==> config.mk <==
export PLATFORM = sky130hd
export DESIGN_NAME = hilo_div_ctrl_flat
export DESIGN_NICKNAME = d
export VERILOG_FILES = /design/src/rtl/hilo_div_if.sv /design/src/rtl/hilo_div_ctrl.sv /design/src/flat_wrapper.sv
export SDC_FILE = /design/constraint.sdc
export NUM_CORES = 1
export LEC_CHECK = 0
export CORE_ASPECT_RATIO = 1.2
export CORE_MARGIN = 10
export CORE_UTILIZATION = 25
export DETAILED_ROUTE_END_ITERATION = 10
export PLACE_DENSITY = 0.59
export SLEW_MARGIN = 0
export SYNTH_ARGS = -nofsm -noshare
export SYNTH_HDL_FRONTEND = slang
export SYNTH_SLANG_ARGS = --single-unit
==> constraint.sdc <==
create_clock -name clk -period 2.5 [get_ports clk]
set_input_delay 0.625 -clock clk [delete_from_list [all_inputs] [get_ports clk]]
set_output_delay 0.625 -clock clk [all_outputs]
set_load 0.01 [all_outputs]
==> src/rtl/hilo_div_if.sv <==
// Stream channels between the HI/LO divide controller and the external divider cores.
// The controller drives the operand channels and receives the result channel.
interface hilo_div_if;
    logic        s_div_dividend_tvalid;
    logic        s_div_dividend_tready;
    logic [31:0] s_div_dividend_tdata;
    logic        s_div_divisor_tvalid;
    logic        s_div_divisor_tready;
    logic [31:0] s_div_divisor_tdata;
    logic        m_div_dout_tvalid;
    logic [63:0] m_div_dout_tdata;

    modport master (
        output s_div_dividend_tvalid,
        output s_div_dividend_tdata,
        input  s_div_dividend_tready,
        output s_div_divisor_tvalid,
        output s_div_divisor_tdata,
        input  s_div_divisor_tready,
        input  m_div_dout_tvalid,
        input  m_div_dout_tdata
    );

    modport slave (
        input  s_div_dividend_tvalid,
        input  s_div_dividend_tdata,
        output s_div_dividend_tready,
        input  s_div_divisor_tvalid,
        input  s_div_divisor_tdata,
        output s_div_divisor_tready,
        output m_div_dout_tvalid,
        output m_div_dout_tdata
    );
endinterface

==> src/rtl/hilo_div_ctrl.sv <==
// Sequences one DIV/DIVU at a time through the external divider cores and writes HI/LO.
//
//   state | meaning
//   IDLE  | no divide in flight; accepts a new request
//   SEND  | operand tvalids up, waiting for both handshakes
//   WAIT  | operands accepted, waiting for the core result
//   DONE  | result written to HI/LO, EX may proceed
//   DRAIN | cancelled divide in the core; swallow its result
module hilo_div_ctrl (
    input  logic              clk,
    input  logic              reset,
    input  logic              es_valid,
    input  logic              es_div_op,
    input  logic              es_divu_op,
    input  logic [31:0]       es_src1,
    input  logic [31:0]       es_src2,
    input  logic              es_fire,
    input  logic              flush,
    output logic              div_stall,
    output logic              div_signed,
    hilo_div_if.master        div_bus,
    output logic              hilo_we,
    output logic [31:0]       hi_wdata,
    output logic [31:0]       lo_wdata
);
    typedef enum logic [2:0] {
        IDLE  = 3'd0,
        SEND  = 3'd1,
        WAIT  = 3'd2,
        DONE  = 3'd3,
        DRAIN = 3'd4
    } state_t;

    state_t      state, state_nxt;
    logic        dvd_valid, dvd_valid_nxt;
    logic        dvs_valid, dvs_valid_nxt;
    logic [31:0] dvd_data, dvd_data_nxt;
    logic [31:0] dvs_data, dvs_data_nxt;
    logic        signed_q, signed_nxt;
    logic        discard, discard_nxt;
    logic        we_q, we_nxt;
    logic [31:0] hi_q, hi_nxt;
    logic [31:0] lo_q, lo_nxt;

    logic req;
    logic dvd_hs;
    logic dvs_hs;
    logic send_done;
    logic dout_hit;

    assign req       = es_valid & (es_div_op | es_divu_op);
    assign dvd_hs    = dvd_valid & div_bus.s_div_dividend_tready;
    assign dvs_hs    = dvs_valid & div_bus.s_div_divisor_tready;
    assign send_done = (~dvd_valid | dvd_hs) & (~dvs_valid | dvs_hs);
    assign dout_hit  = div_bus.m_div_dout_tvalid;

    always_ff @(posedge clk) begin
        if (reset) begin
            state     <= IDLE;
            dvd_valid <= 1'b0;
            dvs_valid <= 1'b0;
            dvd_data  <= 32'd0;
            dvs_data  <= 32'd0;
            signed_q  <= 1'b0;
            discard   <= 1'b0;
            we_q      <= 1'b0;
            hi_q      <= 32'd0;
            lo_q      <= 32'd0;
        end else begin
            state     <= state_nxt;
            dvd_valid <= dvd_valid_nxt;
            dvs_valid <= dvs_valid_nxt;
            dvd_data  <= dvd_data_nxt;
            dvs_data  <= dvs_data_nxt;
            signed_q  <= signed_nxt;
            discard   <= discard_nxt;
            we_q      <= we_nxt;
            hi_q      <= hi_nxt;
            lo_q      <= lo_nxt;
        end
    end

    always_comb begin
        state_nxt     = state;
        // A tvalid only ever drops on its own handshake, never on flush.
        dvd_valid_nxt = dvd_valid & ~dvd_hs;
        dvs_valid_nxt = dvs_valid & ~dvs_hs;
        dvd_data_nxt  = dvd_data;
        dvs_data_nxt  = dvs_data;
        signed_nxt    = signed_q;
        discard_nxt   = discard;
        we_nxt        = 1'b0;
        hi_nxt        = hi_q;
        lo_nxt        = lo_q;

        case (state)
            IDLE: begin
                discard_nxt = 1'b0;
                if (req & ~flush) begin
                    dvd_data_nxt  = es_src1;
                    dvs_data_nxt  = es_src2;
                    signed_nxt    = es_div_op;
                    dvd_valid_nxt = 1'b1;
                    dvs_valid_nxt = 1'b1;
                    state_nxt     = SEND;
                end
            end
            SEND: begin
                discard_nxt = discard | flush;
                if (send_done) begin
                    state_nxt = (discard | flush) ? DRAIN : WAIT;
                end
            end
            WAIT: begin
                if (dout_hit) begin
                    // A flush arriving with the result simply drops it; nothing left to drain.
                    if (flush) begin
                        state_nxt = IDLE;
                    end else begin
                        lo_nxt    = div_bus.m_div_dout_tdata[63:32];
                        hi_nxt    = div_bus.m_div_dout_tdata[31:0];
                        we_nxt    = 1'b1;
                        state_nxt = DONE;
                    end
                end else if (flush) begin
                    state_nxt = DRAIN;
                end
            end
            DONE: begin
                if (es_fire | flush) begin
                    state_nxt = IDLE;
                end
            end
            DRAIN: begin
                if (dout_hit) begin
                    state_nxt = IDLE;
                end
            end
            default: begin
                state_nxt = IDLE;
            end
        endcase
    end

    assign div_stall  = req & (state != DONE);
    assign div_signed = signed_q;
    assign hilo_we    = we_q;
    assign hi_wdata   = hi_q;
    assign lo_wdata   = lo_q;

    assign div_bus.s_div_dividend_tvalid = dvd_valid;
    assign div_bus.s_div_dividend_tdata  = dvd_data;
    assign div_bus.s_div_divisor_tvalid  = dvs_valid;
    assign div_bus.s_div_divisor_tdata   = dvs_data;
endmodule

==> src/flat_wrapper.sv <==
// flat-port wrapper written by rule: the top's interface ports become plain ports
module hilo_div_ctrl_flat 
  (clk, reset, es_valid, es_div_op, es_divu_op, es_src1, es_src2, es_fire, flush, div_stall, div_signed, hilo_we, hi_wdata, lo_wdata, div_bus_s_div_dividend_tvalid, div_bus_s_div_dividend_tdata, div_bus_s_div_dividend_tready, div_bus_s_div_divisor_tvalid, div_bus_s_div_divisor_tdata, div_bus_s_div_divisor_tready, div_bus_m_div_dout_tvalid, div_bus_m_div_dout_tdata);
  hilo_div_if div_bus_i ();
  input  logic clk;
  input  logic reset;
  input  logic es_valid;
  input  logic es_div_op;
  input  logic es_divu_op;
  input  logic [31:0] es_src1;
  input  logic [31:0] es_src2;
  input  logic es_fire;
  input  logic flush;
  output logic div_stall;
  output logic div_signed;
  output logic hilo_we;
  output logic [31:0] hi_wdata;
  output logic [31:0] lo_wdata;
  output wire logic [$bits(div_bus_i.s_div_dividend_tvalid)-1:0] div_bus_s_div_dividend_tvalid;
  output wire logic [$bits(div_bus_i.s_div_dividend_tdata)-1:0] div_bus_s_div_dividend_tdata;
  input wire logic [$bits(div_bus_i.s_div_dividend_tready)-1:0] div_bus_s_div_dividend_tready;
  output wire logic [$bits(div_bus_i.s_div_divisor_tvalid)-1:0] div_bus_s_div_divisor_tvalid;
  output wire logic [$bits(div_bus_i.s_div_divisor_tdata)-1:0] div_bus_s_div_divisor_tdata;
  input wire logic [$bits(div_bus_i.s_div_divisor_tready)-1:0] div_bus_s_div_divisor_tready;
  input wire logic [$bits(div_bus_i.m_div_dout_tvalid)-1:0] div_bus_m_div_dout_tvalid;
  input wire logic [$bits(div_bus_i.m_div_dout_tdata)-1:0] div_bus_m_div_dout_tdata;
  assign div_bus_s_div_dividend_tvalid = div_bus_i.s_div_dividend_tvalid;
  assign div_bus_s_div_dividend_tdata = div_bus_i.s_div_dividend_tdata;
  assign div_bus_i.s_div_dividend_tready = div_bus_s_div_dividend_tready;
  assign div_bus_s_div_divisor_tvalid = div_bus_i.s_div_divisor_tvalid;
  assign div_bus_s_div_divisor_tdata = div_bus_i.s_div_divisor_tdata;
  assign div_bus_i.s_div_divisor_tready = div_bus_s_div_divisor_tready;
  assign div_bus_i.m_div_dout_tvalid = div_bus_m_div_dout_tvalid;
  assign div_bus_i.m_div_dout_tdata = div_bus_m_div_dout_tdata;
  hilo_div_ctrl u_core (.clk(clk), .reset(reset), .es_valid(es_valid), .es_div_op(es_div_op), .es_divu_op(es_divu_op), .es_src1(es_src1), .es_src2(es_src2), .es_fire(es_fire), .flush(flush), .div_stall(div_stall), .div_signed(div_signed), .div_bus(div_bus_i), .hilo_we(hilo_we), .hi_wdata(hi_wdata), .lo_wdata(lo_wdata));
endmodule
==> impl_metrics.toml, run 1 <==
[timing]
hold_violations = 0
fmax_ghz = 0.4212
setup_viol = 0
worst_slew_pin_slew_ps = 338.9
period_minus_slack_ps = 2374
slew_violations = 0
worst_clock_skew_ps = 6.526
fin_setup_tns_ps = 0
layout_worst_path_cycle_share_pct = 94.97
rsz0062_at_grt = "no"
max-slew-margin-rel_pct = 76.83

[critical_path]
crit_fanout = 2
crit_start = "es_div_op"
endpoint = "div_stall"
rr_worst_depth = 5
reg2reg_to = "u_core.div_bus.s_div_dividend_tdata[23]"
endpoint_kind = "primary output"
r2r-start = "u_core.state[0]"
critPathLaunchType = "input pin"
rrSetupSlack_ps = 940
arrival_ps = 1750
critPathRequiredTime_ps = 1880
critical_path_class = "input pin to primary output"

[final_layout]
diodes = 0
fillers = 2022
finalNonFillerCells = 1140
finalNetCount = 1004
fin_area_sq_um = 8458
register_area_sq_um = 2723
drive_gt1_share_pct = 7.281
area_growth_pct = 71.31
multiInputGateArea_sq_um = 1906

[floorplanning]
dieHeight_um = 173.9
initial_core_util_pct = 25.35
die_x_um = 148.3
coreArea_sq_um = 19480
die_area_sq_um = 25790
rows = 56
boundaryPins = 271

[worst_hold_path]
hp-class = "flip-flop to flip-flop"
holdCritStartpoint = "u_core.lo_wdata[16]"

[power]
p_per_area_nw_per_um2 = 704.6
p_leak_nw = 2.882
p_int_mw = 4.466
seqPwrFrac_pct = 39.7
total_power_mw = 5.959
power.net_switching_mw = 1.494
peakVddDrop_mv = 0.4312
power.share.switching_pct = 25.06
p_clk_share_pct = 44.0
combPwrFrac_pct = 16.3

[synthesis]
ys_warn_count = 0
synth_top_family_by_area = "simple AND/OR/NAND/NOR gates"
syn-cell-area_sq_um = 4937
ys_seq_area_share_pct = 55.14
synth_mux_area_share_pct = 0.2281
avgSynthCellArea_sq_um = 8.120
ys_ff_latch = 136
synth-simple-area-share_pct = 22.68
syn_inst = 608
synth_xor_xnor_area_share_pct = 0
synth_nets = 746
synth_top_flop_cell = "dfxtp_1"
synth_fa_ha_area_share_pct = 0
ys_async_sr_fraction_pct = 0
ys_types = 30
synth_edf_count = 0
synth-compound-area-share_pct = 15.53

[global_route]
antenna_found_initial = 0
grt_pass1_vias = 4735
overflow = 0
grt_max_degree = 64
grt.total_usage_pct = 13.43
grt_pass1_wl_um = 27310

[routing]
vias = 4844
routed_via_density = 4.249
wl_per_cell_um = 15.57
drt-initial-drc-count = 226
drt-total-wl_um = 17750
ant_nets = 0
dr.pass1.iters = 4
drc = 0

[outcome]
status = "completed"

[clock_network]
clk_latency_ps = 410
cts-buffers-inserted = 17
clkSinkCount = 136
cts_hold_buf = 0
post_cts_buffers = 0
ctsResizeCount = 2
cts_tree = "built"
clk_pin_slew_worst_paths_ps = 50
cts_root_buf = "clkbuf_16"
htreeDepth = 4
clk_path_buf_depth = 2

[placement]
place_hpwl_um = 12970
dp_cells = 1108
gp_congestion = 0.7341
dpl-instance-area_sq_um = 7843
numPortBuffers = 270

[flow_run]
cap_viol_max_count = 0
-- area by class of cell --
class	instances	share of cell area [%]
repair buffers	284	34.04
flip-flops and latches	136	32.19
multi-input cells	425	22.53
clock buffers	21	5.562
well taps	261	3.861
clock inverters	11	1.731
inverters	2	0.08876
-- layout by cell type, fill, tap and decap left out, drive strengths merged, types with 3 or more instances in the layout --
cell and n:
a21oi 130, buf 15, bufinv 3, clkbuf 21, clkdlybuf4s50 268, clkinv 6, dfxtp 136, nand2 259
nand3 4, nor2 9, nor2b 4
-- power by group through the flow --
stage	logic [mW]	clock network (mW)	registers [mW]
5_1_grt	1.06	2.82	2.39
2_1_floorplan	0.424	0	2.44
3_3_place_gp	0.982	0	2.41
3_5_place_dp	0.985	0	2.42
4_1_cts	0.989	2.72	2.37
6_report	0.969	2.62	2.37
-- layer usage --
metal | vias to the layer above | track usage (%) | routed length (um)
met5 | - | 0 | 0
met3 | 18 | 7.093 | 1766
met1 | 2169 | 14.94 | 7383
met4 | 0 | 4.549 | 318
li1 | 2480 | - | -
met2 | 177 | 21.48 | 8281
-- state kept, by name (all words and copies together), names as in the netlist --
| register | cells |
|---|---|
| u_core.div_bus.s_div_dividend_tdata | 32 |
| u_core.div_bus.s_div_divisor_tdata | 32 |
| u_core.hi_wdata | 32 |
| u_core.lo_wdata | 32 |
| u_core.state | 3 |
| u_core.discard | 1 |
| u_core.div_bus.s_div_dividend_tvalid | 1 |
| u_core.div_bus.s_div_divisor_tvalid | 1 |
| u_core.div_signed | 1 |
| u_core.hilo_we | 1 |
-- worst max-delay path, stage by stage --
cell and delay, ps:
clkdlybuf4s50_1 470, o21ai_1 140, a31oi_1 190, dlygate4sd2_1 320
-- cells by family (layout without fill, tap and decap cells) --
logic type,after synthesis,after routing
buf+inv,47,318
flops,136,136
simple gates,284,284
mux,1,1
compound gates,140,140
-- worst min path at each step --
stage	to	slack (ps)	cells after the start
finish	u_core.lo_wdata[16]	450	2
global route	u_core.div_bus.s_div_divisor_tdata[24]	470	2
CTS	u_core.div_bus.s_div_divisor_tdata[31]	450	2
detailed placement	u_core.div_bus.s_div_dividend_tdata[21]	450	2
global placement	u_core.div_bus.s_div_dividend_tdata[8]	440	2
floorplan	u_core.div_bus.s_div_dividend_tdata[0]	480	2
-- cell usage after synthesis (2+ instances only) --
cell type	n	area, sq um
nand2_1	259	972.2
dfxtp_1	136	2723
a21oi_1	118	590.6
buf_2	16	80.08
clkbuf_1	16	60.06
a21oi_2	12	105.1
nor2_1	9	33.78
buf_8	7	105.1
buf_6	5	56.30
nor2b_1	4	25.02
nand3_1	3	15.01
and3_1	2	12.51
inv_1	2	7.510
o211ai_1	2	15.01
o21ai_0	2	10.01
-- per-stage QoR --
| stage | hold WS [ps] | setup slack [ps] | util, % |
|---|---|---|---|
| after global placement | 440.5 | -261.8 | 40.26 |
| after global routing | 466.9 | 30.69 | 43.42 |
| after detailed placement | 445.3 | -271.2 | 40.26 |
| after CTS | 453.9 | 105.3 | 43.42 |
| final | 449.8 | 125.8 | 43.42 |
| after floorplan | 480.5 | 920.2 | - |
Power figures use the tool's default switching activity.
==> run 2, diff against run 1 <==
Settings changed: HOLD_SLACK_MARGIN from default to 0.12.
==> results of run 2 <==
Same layout as run 1: the final DEF is identical, and so are final timing and power.
==> run 3, diff against run 2 <==
Settings changed: PLACE_DENSITY 0.59 to 0.66, TNS_END_PERCENT from default to 100.
==> impl_metrics.toml, run 3 (synthesis results as in run 1) <==
[clock_network]
htreeDepth = 4
clk_pin_slew_worst_paths_ps = 50
cts-buffers-inserted = 17
cts_root_buf = "clkbuf_16"
cts_tree = "built"
clk_latency_ps = 400
post_cts_buffers = 0
clk_path_buf_depth = 2
clkSinkCount = 136

[floorplanning]
die_x_um = 148.3
die_area_sq_um = 25790
initial_core_util_pct = 25.35
boundaryPins = 271
dieHeight_um = 173.9
coreArea_sq_um = 19480
rows = 56

[routing]
wl_per_cell_um = 15.50
drt-initial-drc-count = 162
wl_met1_um = 7430
drt-total-wl_um = 17650
wl_met2_um = 8435
ant_nets = 0
drc = 0
dr_wl_met3_um = 1585
highest_layer = "met4"
routed_via_density = 4.270
dr.pass1.iters = 5
vias = 4863

[outcome]
status = "completed"

[timing]
slew_violations = 0
worst_clock_skew_ps = 9.133
rsz0062_at_grt = "no"
hold_violations = 0
worst_slew_pin_slew_ps = 475.2
fin_setup_tns_ps = 0
fmax_ghz = 0.4240
period_minus_slack_ps = 2359
layout_worst_path_cycle_share_pct = 94.35
setup_viol = 0
holdWs_ps = 450.5
max-slew-margin-rel_pct = 68.32

[power]
combPwrFrac_pct = 16.4
peakVddDrop_mv = 0.4136
p_clk_share_pct = 43.1
p_int_mw = 4.382
p_per_area_nw_per_um2 = 695.7
p_leak_nw = 2.863
seqPwrFrac_pct = 40.4
power.net_switching_mw = 1.475
power.share.switching_pct = 25.19

[global_route]
overflow = 0
grt.total_usage_pct = 13.23
antenna_found_initial = 0
grt_pass1_vias = 4806
grt_max_degree = 93
grt_pass1_wl_um = 27110

[final_layout]
drive_gt1_share_pct = 7.062
finalNetCount = 1003
layout_common_cells = "268 x clkdlybuf4s50_1, 259 x nand2_1, 136 x dfxtp_1"
final_common_cell = "clkdlybuf4s50_1"
multiInputGateArea_sq_um = 1906
post-route-util_pct = 43.22
fillers = 1988
diodes = 0
area_growth_pct = 70.53
register_area_sq_um = 2723

[placement]
gp_congestion = 0.7607
place_hpwl_um = 12760
numPortBuffers = 270

[critical_path]
critical_path_class = "input pin to primary output"
endpoint_kind = "primary output"
crit_fanout = 2
r2r-start = "u_core.state[0]"
critPathLaunchType = "input pin"
rrSetupSlack_ps = 960
crit_start = "es_div_op"
critPathRequiredTime_ps = 1880
arrival_ps = 1730

[worst_hold_path]
hp-class = "flip-flop to flip-flop"
holdCritStartpoint = "u_core.lo_wdata[12]"

[flow_run]
cap_viol_max_count = 0
## run 3: cell count changes in the layout (fill, tap and decap cells not counted)
cell	before	now
dlygate4sd2_1	1	0
clkbuf_1	1	3
clkinv_2	3	4
clkbuf_8	3	0
clkinv_4	3	4
clkinvlp_4	2	1
buf_4	9	8
clkbuf_2	0	1
## run 3: timing repair
item                                   CTS  global route
endpoints found under the hold margin    0             0
hold buffers                             0             0
setup endpoints to repair                1             1
resized for setup                        3             2
## run 3: power groups by stage
stage	registers, mW	clock network [mW]	logic (mW)
after global placement	2.41	0	0.972
after floorplan	2.44	0	0.424
final	2.37	2.53	0.963
after global routing	2.39	2.72	1.05
after detailed placement	2.41	0	0.977
after CTS	2.37	2.63	0.981
## run 3: final cells by class
type	instances	area share, %
tap	261	3.879
clock buffer	20	5.187
timing repair buffer	283	34.06
clock inverter	12	1.813
sequential	136	32.34
inverter	2	0.08917
multi-input combinational	425	22.63
## run 3: worst paths after layout
kind	to	cells after the start
worst max register to register	u_core.state[0]	4
worst max-delay path	div_stall	4
worst min-delay path	u_core.lo_wdata[12]	2
worst min register to register	u_core.lo_wdata[12]	2
## run 3: routing by layer
layer	up-vias	track usage, %
li1	2471	-
met1	2205	14.84
met2	178	21.70
met3	9	6.391
met4	0	3.888
met5	-	0
## run 3: per-stage QoR
step                      setup WS [ps]  power (mW)  area (sq um)  instances
after CTS                         4.948       5.978          8424       1139
after global placement           -381.4       3.381          7835       1107
final                             141.4       5.858          8419       1139
after floorplan                   920.2       2.865          4937        608
after global routing              82.77       6.162          8419       1139
after detailed placement         -395.0       3.391          7835       1107
## run 3: worst max-delay path: stages
cell and delay, ps:
clkdlybuf4s50_1 500, o21ai_1 160, a31oi_1 240, clkbuf_2 210
